$ cat src/rtl/temp_sensor_ctrl.sv
// temp_sensor_ctrl: drives an i2c_master through pointer-write + repeated-start
// two-byte read transactions and publishes the 16-bit raw sample.
// Optional feature macro: TSC_RETRY_EN (retry ack-error aborts, 3 attempts total).
module temp_sensor_ctrl #(
  parameter logic [6:0] SENSOR_ADDR    = 7'b1001011,
  parameter logic [7:0] PTR_REG        = 8'h00,
  parameter int         POLL_CYCLES    = 50_000_000,
  parameter int         TIMEOUT_CYCLES = 100_000
) (
  input  logic        clk,
  input  logic        reset_n,
  input  logic        start,
  input  logic        auto_en,
  output logic        i2c_ena,
  output logic [6:0]  i2c_addr,
  output logic        i2c_rw,
  output logic [7:0]  i2c_data_wr,
  input  logic        i2c_busy,
  input  logic [7:0]  i2c_data_rd,
  input  logic        i2c_ack_error,
  output logic [15:0] temp_data,
  output logic        temp_valid,
  output logic        err,
  output logic        busy
);

  localparam int PW = $clog2(POLL_CYCLES);
  localparam int TW = (TIMEOUT_CYCLES > 1) ? $clog2(TIMEOUT_CYCLES) : 1;
  localparam logic [PW-1:0] POLL_MAX = PW'(POLL_CYCLES - 1);
  localparam logic [TW-1:0] TO_MAX   = TW'(TIMEOUT_CYCLES - 1);

  typedef enum logic [2:0] {
    IDLE, START, WAIT_B1, WAIT_B2, WAIT_B3, WAIT_END, DONE, ABORT
  } state_t;

  state_t          state_q, state_d;
  logic            busy_q;
  logic [PW-1:0]   poll_q, poll_d;
  logic [TW-1:0]   to_q, to_d;
  logic            ena_q, ena_d, rw_q, rw_d;
  logic [7:0]      msb_q, msb_d, lsb_q, lsb_d;
  logic [15:0]     temp_q, temp_d;
  logic            valid_q, valid_d, err_q, err_d;
`ifdef TSC_RETRY_EN
  logic            ack_abort_q, ack_abort_d;
  logic [1:0]      retry_q, retry_d;
`endif

  logic rise, fall, poll_exp, to_hit, in_wait;

  // Next-state, counters and registered-output values
  always_comb begin
    rise     = i2c_busy & ~busy_q;
    fall     = ~i2c_busy & busy_q;
    poll_exp = auto_en && (poll_q == POLL_MAX);
    to_hit   = (to_q == TO_MAX);
    in_wait  = (state_q == WAIT_B1) || (state_q == WAIT_B2) ||
               (state_q == WAIT_B3) || (state_q == WAIT_END);

    state_d = state_q;
    ena_d   = ena_q;
    rw_d    = rw_q;
    msb_d   = msb_q;
    lsb_d   = lsb_q;
    temp_d  = temp_q;
    valid_d = 1'b0;
    err_d   = 1'b0;
`ifdef TSC_RETRY_EN
    ack_abort_d = ack_abort_q;
    retry_d     = retry_q;
`endif

    // Poll timer free-runs while enabled so automatic starts stay evenly spaced
    poll_d = (!auto_en || poll_exp) ? '0 : poll_q + 1'b1;

    case (state_q)
      IDLE: begin
`ifdef TSC_RETRY_EN
        retry_d = '0;
`endif
        if (start || poll_exp) state_d = START;
      end
      START: begin
        ena_d   = 1'b1;
        rw_d    = 1'b0;
        state_d = WAIT_B1;
      end
      WAIT_B1: if (rise) begin
        rw_d    = 1'b1;          // pointer byte latched: next command is a read
        state_d = WAIT_B2;
      end
      WAIT_B2: if (rise) state_d = WAIT_B3;
      WAIT_B3: if (rise) begin
        msb_d   = i2c_data_rd;
        ena_d   = 1'b0;          // master NACKs the LSB and issues stop
        state_d = WAIT_END;
      end
      WAIT_END: if (fall) begin
        lsb_d   = i2c_data_rd;
        state_d = DONE;
      end
      DONE: begin
        temp_d  = {msb_q, lsb_q};
        valid_d = 1'b1;
        state_d = IDLE;
      end
      ABORT: if (!i2c_busy || to_hit) begin
`ifdef TSC_RETRY_EN
        if (ack_abort_q && (retry_q < 2'd2)) begin
          retry_d = retry_q + 2'd1;
          state_d = START;
        end else begin
          err_d   = 1'b1;
          state_d = IDLE;
        end
`else
        err_d   = 1'b1;
        state_d = IDLE;
`endif
      end
      default: state_d = IDLE;
    endcase

    // Ack error or a stalled wait overrides normal progress
    if (in_wait && (i2c_ack_error || to_hit)) begin
      ena_d   = 1'b0;
      state_d = ABORT;
`ifdef TSC_RETRY_EN
      ack_abort_d = i2c_ack_error;
`endif
    end

    // Timeout counter restarts on every state change and sleeps in IDLE
    to_d = ((state_d != state_q) || (state_q == IDLE)) ? '0 : to_q + 1'b1;
  end

  // State and output registers
  always_ff @(posedge clk or negedge reset_n) begin
    if (!reset_n) begin
      state_q <= IDLE;
      busy_q  <= 1'b0;
      poll_q  <= '0;
      to_q    <= '0;
      ena_q   <= 1'b0;
      rw_q    <= 1'b0;
      msb_q   <= '0;
      lsb_q   <= '0;
      temp_q  <= '0;
      valid_q <= 1'b0;
      err_q   <= 1'b0;
`ifdef TSC_RETRY_EN
      ack_abort_q <= 1'b0;
      retry_q     <= '0;
`endif
    end else begin
      state_q <= state_d;
      busy_q  <= i2c_busy;
      poll_q  <= poll_d;
      to_q    <= to_d;
      ena_q   <= ena_d;
      rw_q    <= rw_d;
      msb_q   <= msb_d;
      lsb_q   <= lsb_d;
      temp_q  <= temp_d;
      valid_q <= valid_d;
      err_q   <= err_d;
`ifdef TSC_RETRY_EN
      ack_abort_q <= ack_abort_d;
      retry_q     <= retry_d;
`endif
    end
  end

  assign i2c_ena     = ena_q;
  assign i2c_addr    = SENSOR_ADDR;
  assign i2c_rw      = rw_q;
  assign i2c_data_wr = PTR_REG;
  assign temp_data   = temp_q;
  assign temp_valid  = valid_q;
  assign err         = err_q;
  assign busy        = (state_q != IDLE);

endmodule

$ cat config.mk
export PLATFORM = sky130hd
export DESIGN_NAME = temp_sensor_ctrl
export DESIGN_NICKNAME = d
export VERILOG_FILES = /design/src/rtl/temp_sensor_ctrl.sv
export SDC_FILE = /design/constraint.sdc
export NUM_CORES = 1
export LEC_CHECK = 0
export ABC_CLOCK_PERIOD_IN_PS = 4350
export BUFFER_PORTS_ARGS = -buffer_cell sky130_fd_sc_hd__buf_2
export CORE_MARGIN = 1.5
export CORE_UTILIZATION = 62
export CTS_CLUSTER_DIAMETER = 150
export DETAILED_ROUTE_END_ITERATION = 7
export PLACE_DENSITY_LB_ADDON = 0.12
export REMOVE_ABC_BUFFERS = 1
export SLEW_MARGIN = 30
export SYNTH_ARGS = -nofsm -noshare
export SYNTH_HDL_FRONTEND = slang
export SYNTH_SLANG_ARGS = --single-unit
$ cat constraint.sdc
create_clock -name clk -period 4.35 [get_ports clk]
set_input_delay 0.2175 -clock clk [delete_from_list [all_inputs] [get_ports clk]]
set_output_delay 0.2175 -clock clk [all_outputs]
set_load 0.01 [all_outputs]
==> reports/summary.txt <==
status -> complete, no violations
PortBufs -> 34
critical path endpoint category -> flip-flop
Clock Tree Root -> clkbuf_8
Async S/R FF share, synth -> 100%
worst reg-to-reg path cell count -> 5
CP Data Arrival Time -> 2.59 ns
r2r setup slk -> 1.99 ns
RSZ-0062 raised after global routing -> no
Most used DFF post-synth -> dfrtp_1
worst vdd ir -> 0.381 mV
Routed WL -> 6.93 mm
post-synth cell types -> 42
clk_lat worst skew -> 0.35 ns
layout cells sized above 1 -> 17.0%
EDFF count, synth -> 0
Via Count -> 2729
GP Congestion -> 0.740
core footprint -> 6030 um2
reg-to-reg endpoint -> temp_data[11]
Hold Path Class -> in -> reg
DP HPWL -> 4.57 mm
# fillers -> 446
Worst-path clk slew -> 0.08 ns
Post-CTS Setup Inserts -> 0
DRT Pass-1 Iters -> 4
synth cell count leaders -> 83 x dfrtp_1, 63 x nand2_1, 49 x nor2_1
antenna viol nets, final -> 0
DR DRC count -> 0
Max Cap Viol -> 0
synthesized flop and latch total -> 83
P&R area growth vs syn -> 10.2%
first-pass GRT wire length -> 11.4 mm
Core Util, Final -> 71.8%
Yosys top cell by area -> dfrtp_1
Lkg Pwr -> 2.06 nW
Final Max Slew Viols -> 0
clock skew -> 0.00654 ns
Chip Height -> 82.6 um
Synth top area share -> 52.9%
# setup viols final -> 0
critical path class -> reg -> reg
clk sinks -> 83
relative slew slack -> 43.5%
die width -> 82.6 um
Ports -> 50
Overflow after GRT -> 0
routed wire length per instance -> 13.9 um
top cells by area, synth -> dfrtp_1 53%, xor2_1 6.9%, nand2_1 6.0%
Hold Crit Endpoint -> busy_q
Ys Warns -> 0
critical path required time -> 4.58 ns
GRT Util Overall -> 22.5%
die area -> 6820 um2
Hold WS -> 0.0300 ns
fin crit share -> 54.4%
Gate Count Post-Synth -> 385
H-tree levels -> 3
Final Worst Setup Slack -> 1.99 ns
largest net degree at the start of global routing -> 84
slew at the pin closest to its max-slew limit -> 0.846 ns
hold path depth -> 1
Syn Area/Cell -> 10.2 um2
Antenna Cells -> 0
Post-Syn Area -> 3930 um2
nets@finish -> 434
top-count cell post-synth -> dfrtp_1
vias in the first global route -> 2467
HP Start -> i2c_busy
Fmax -> 0.423 GHz
Initial Util -> 65.1%
post-route minimum period -> 2.36 ns
Inserted Clock Buffers -> 9
worst r2r src -> state_q[0]
TritonCTS clock tree -> yes
final hold violation count -> 0
critical path startpoint category -> flip-flop
DRT iter0 DRCs -> 173
Setup TNS -> 0 ns
placement row count -> 28
Via density -> 5.48
Pwr Density -> 532 nW/um2
setup slack at placement -> 2.03 ns
worst-path maximum fanout -> 17
CTS Buffer Depth -> 2
initial antenna violation count -> 0
post-synthesis sequential area ratio -> 52.9%
## routing by layer
metal / wire [um] / track usage, % / up-vias
met3: 343 / 7.47 / 7
met2: 3260 / 34.7 / 56
met1: 3250 / 30.6 / 1322
li1: - / - / 1344
met5: 0 / 0 / -
met4: 70 / 6.00 / 0
## registers in the layout, indices dropped and copies added, names as in the netlist
signal and count:
poll_q 26, msb_q 8, to_q 17, busy_q 1, temp_data 16, state_q 3, i2c_rw 1, temp_valid 1
err 1, i2c_ena 1, lsb_q 8
## power breakdown
group          switching, mW  total (mW)  internal (mW)
combinational          0.331       0.566          0.234
sequential             0.138        1.08          0.942
clock                  0.273       0.655          0.382
## area by class of cell
type | count | area [um2] | area share [%]
clock buffers | 10 | 128 | 2.95
clock inverters | 6 | 114 | 2.63
inverters | 7 | 26.3 | 0.607
multi-input cells | 282 | 1700 | 39.3
flip-flops and latches | 83 | 2080 | 48.0
well taps | 75 | 93.8 | 2.17
repair buffers | 35 | 186 | 4.31
## per-stage QoR
| stage | cells | cell area, um2 | power (mW) |
|---|---|---|---|
| floorplan | 372 | 3800 | 1.45 |
| global placement | 481 | 4070 | 1.64 |
| detailed placement | 481 | 4080 | 1.66 |
| CTS | 498 | 4330 | 2.32 |
| global route | 498 | 4330 | 2.45 |
| finish | 498 | 4330 | 2.30 |
## cell families (layout without fill, tap and decap cells)
group | Yosys count | in the layout | share of synthesized area (%)
DFF | 83 | 83 | 52.9
and+or+nand+nor | 186 | 186 | 23.5
other | 2 | 15 | 0.191
buffers and inverters | 33 | 58 | 4.97
adders and majority gates | 3 | 3 | 0.892
muxes | 16 | 16 | 4.59
AOI/OAI and AO/OA | 23 | 23 | 4.24
xor gates and xnor gates | 39 | 39 | 8.70
## worst max-delay path by stage
stage	from	slack, ns	end
floorplan	poll_q[0]	2.60	to_q[10]
global placement	state_q[0]	2.19	temp_data[11]
detailed placement	state_q[0]	2.03	temp_data[7]
CTS	state_q[0]	1.96	temp_data[11]
global route	state_q[0]	1.69	temp_data[11]
finish	state_q[0]	1.99	temp_data[11]
## timing repair
action,in CTS,in global routing
endpoints found under the hold margin,83,0
gates resized for setup,0,0
hold buffers,1,0
## layout by cell type (no fill, tap or decap), types with 8 or more instances in the layout
cell type,instances
xor2_1,31
nand3_1,20
conb_1,15
buf_2,33
and4_1,8
xnor2_1,8
and3_1,13
clkbuf_8,9
nand2_1,63
nor2_1,49
dfrtp_1,83
mux2_2,16
nand4_1,10
## worst max-delay path: stages (launching register included)
cell,delay [ns]
dfrtp_1,0.58
inv_1,0.18
nand3_1,0.52
clkinv_1,0.62
nand2_1,0.25
nand2_1,0.09
No activity file was read; power rests on OpenSTA's default activity.
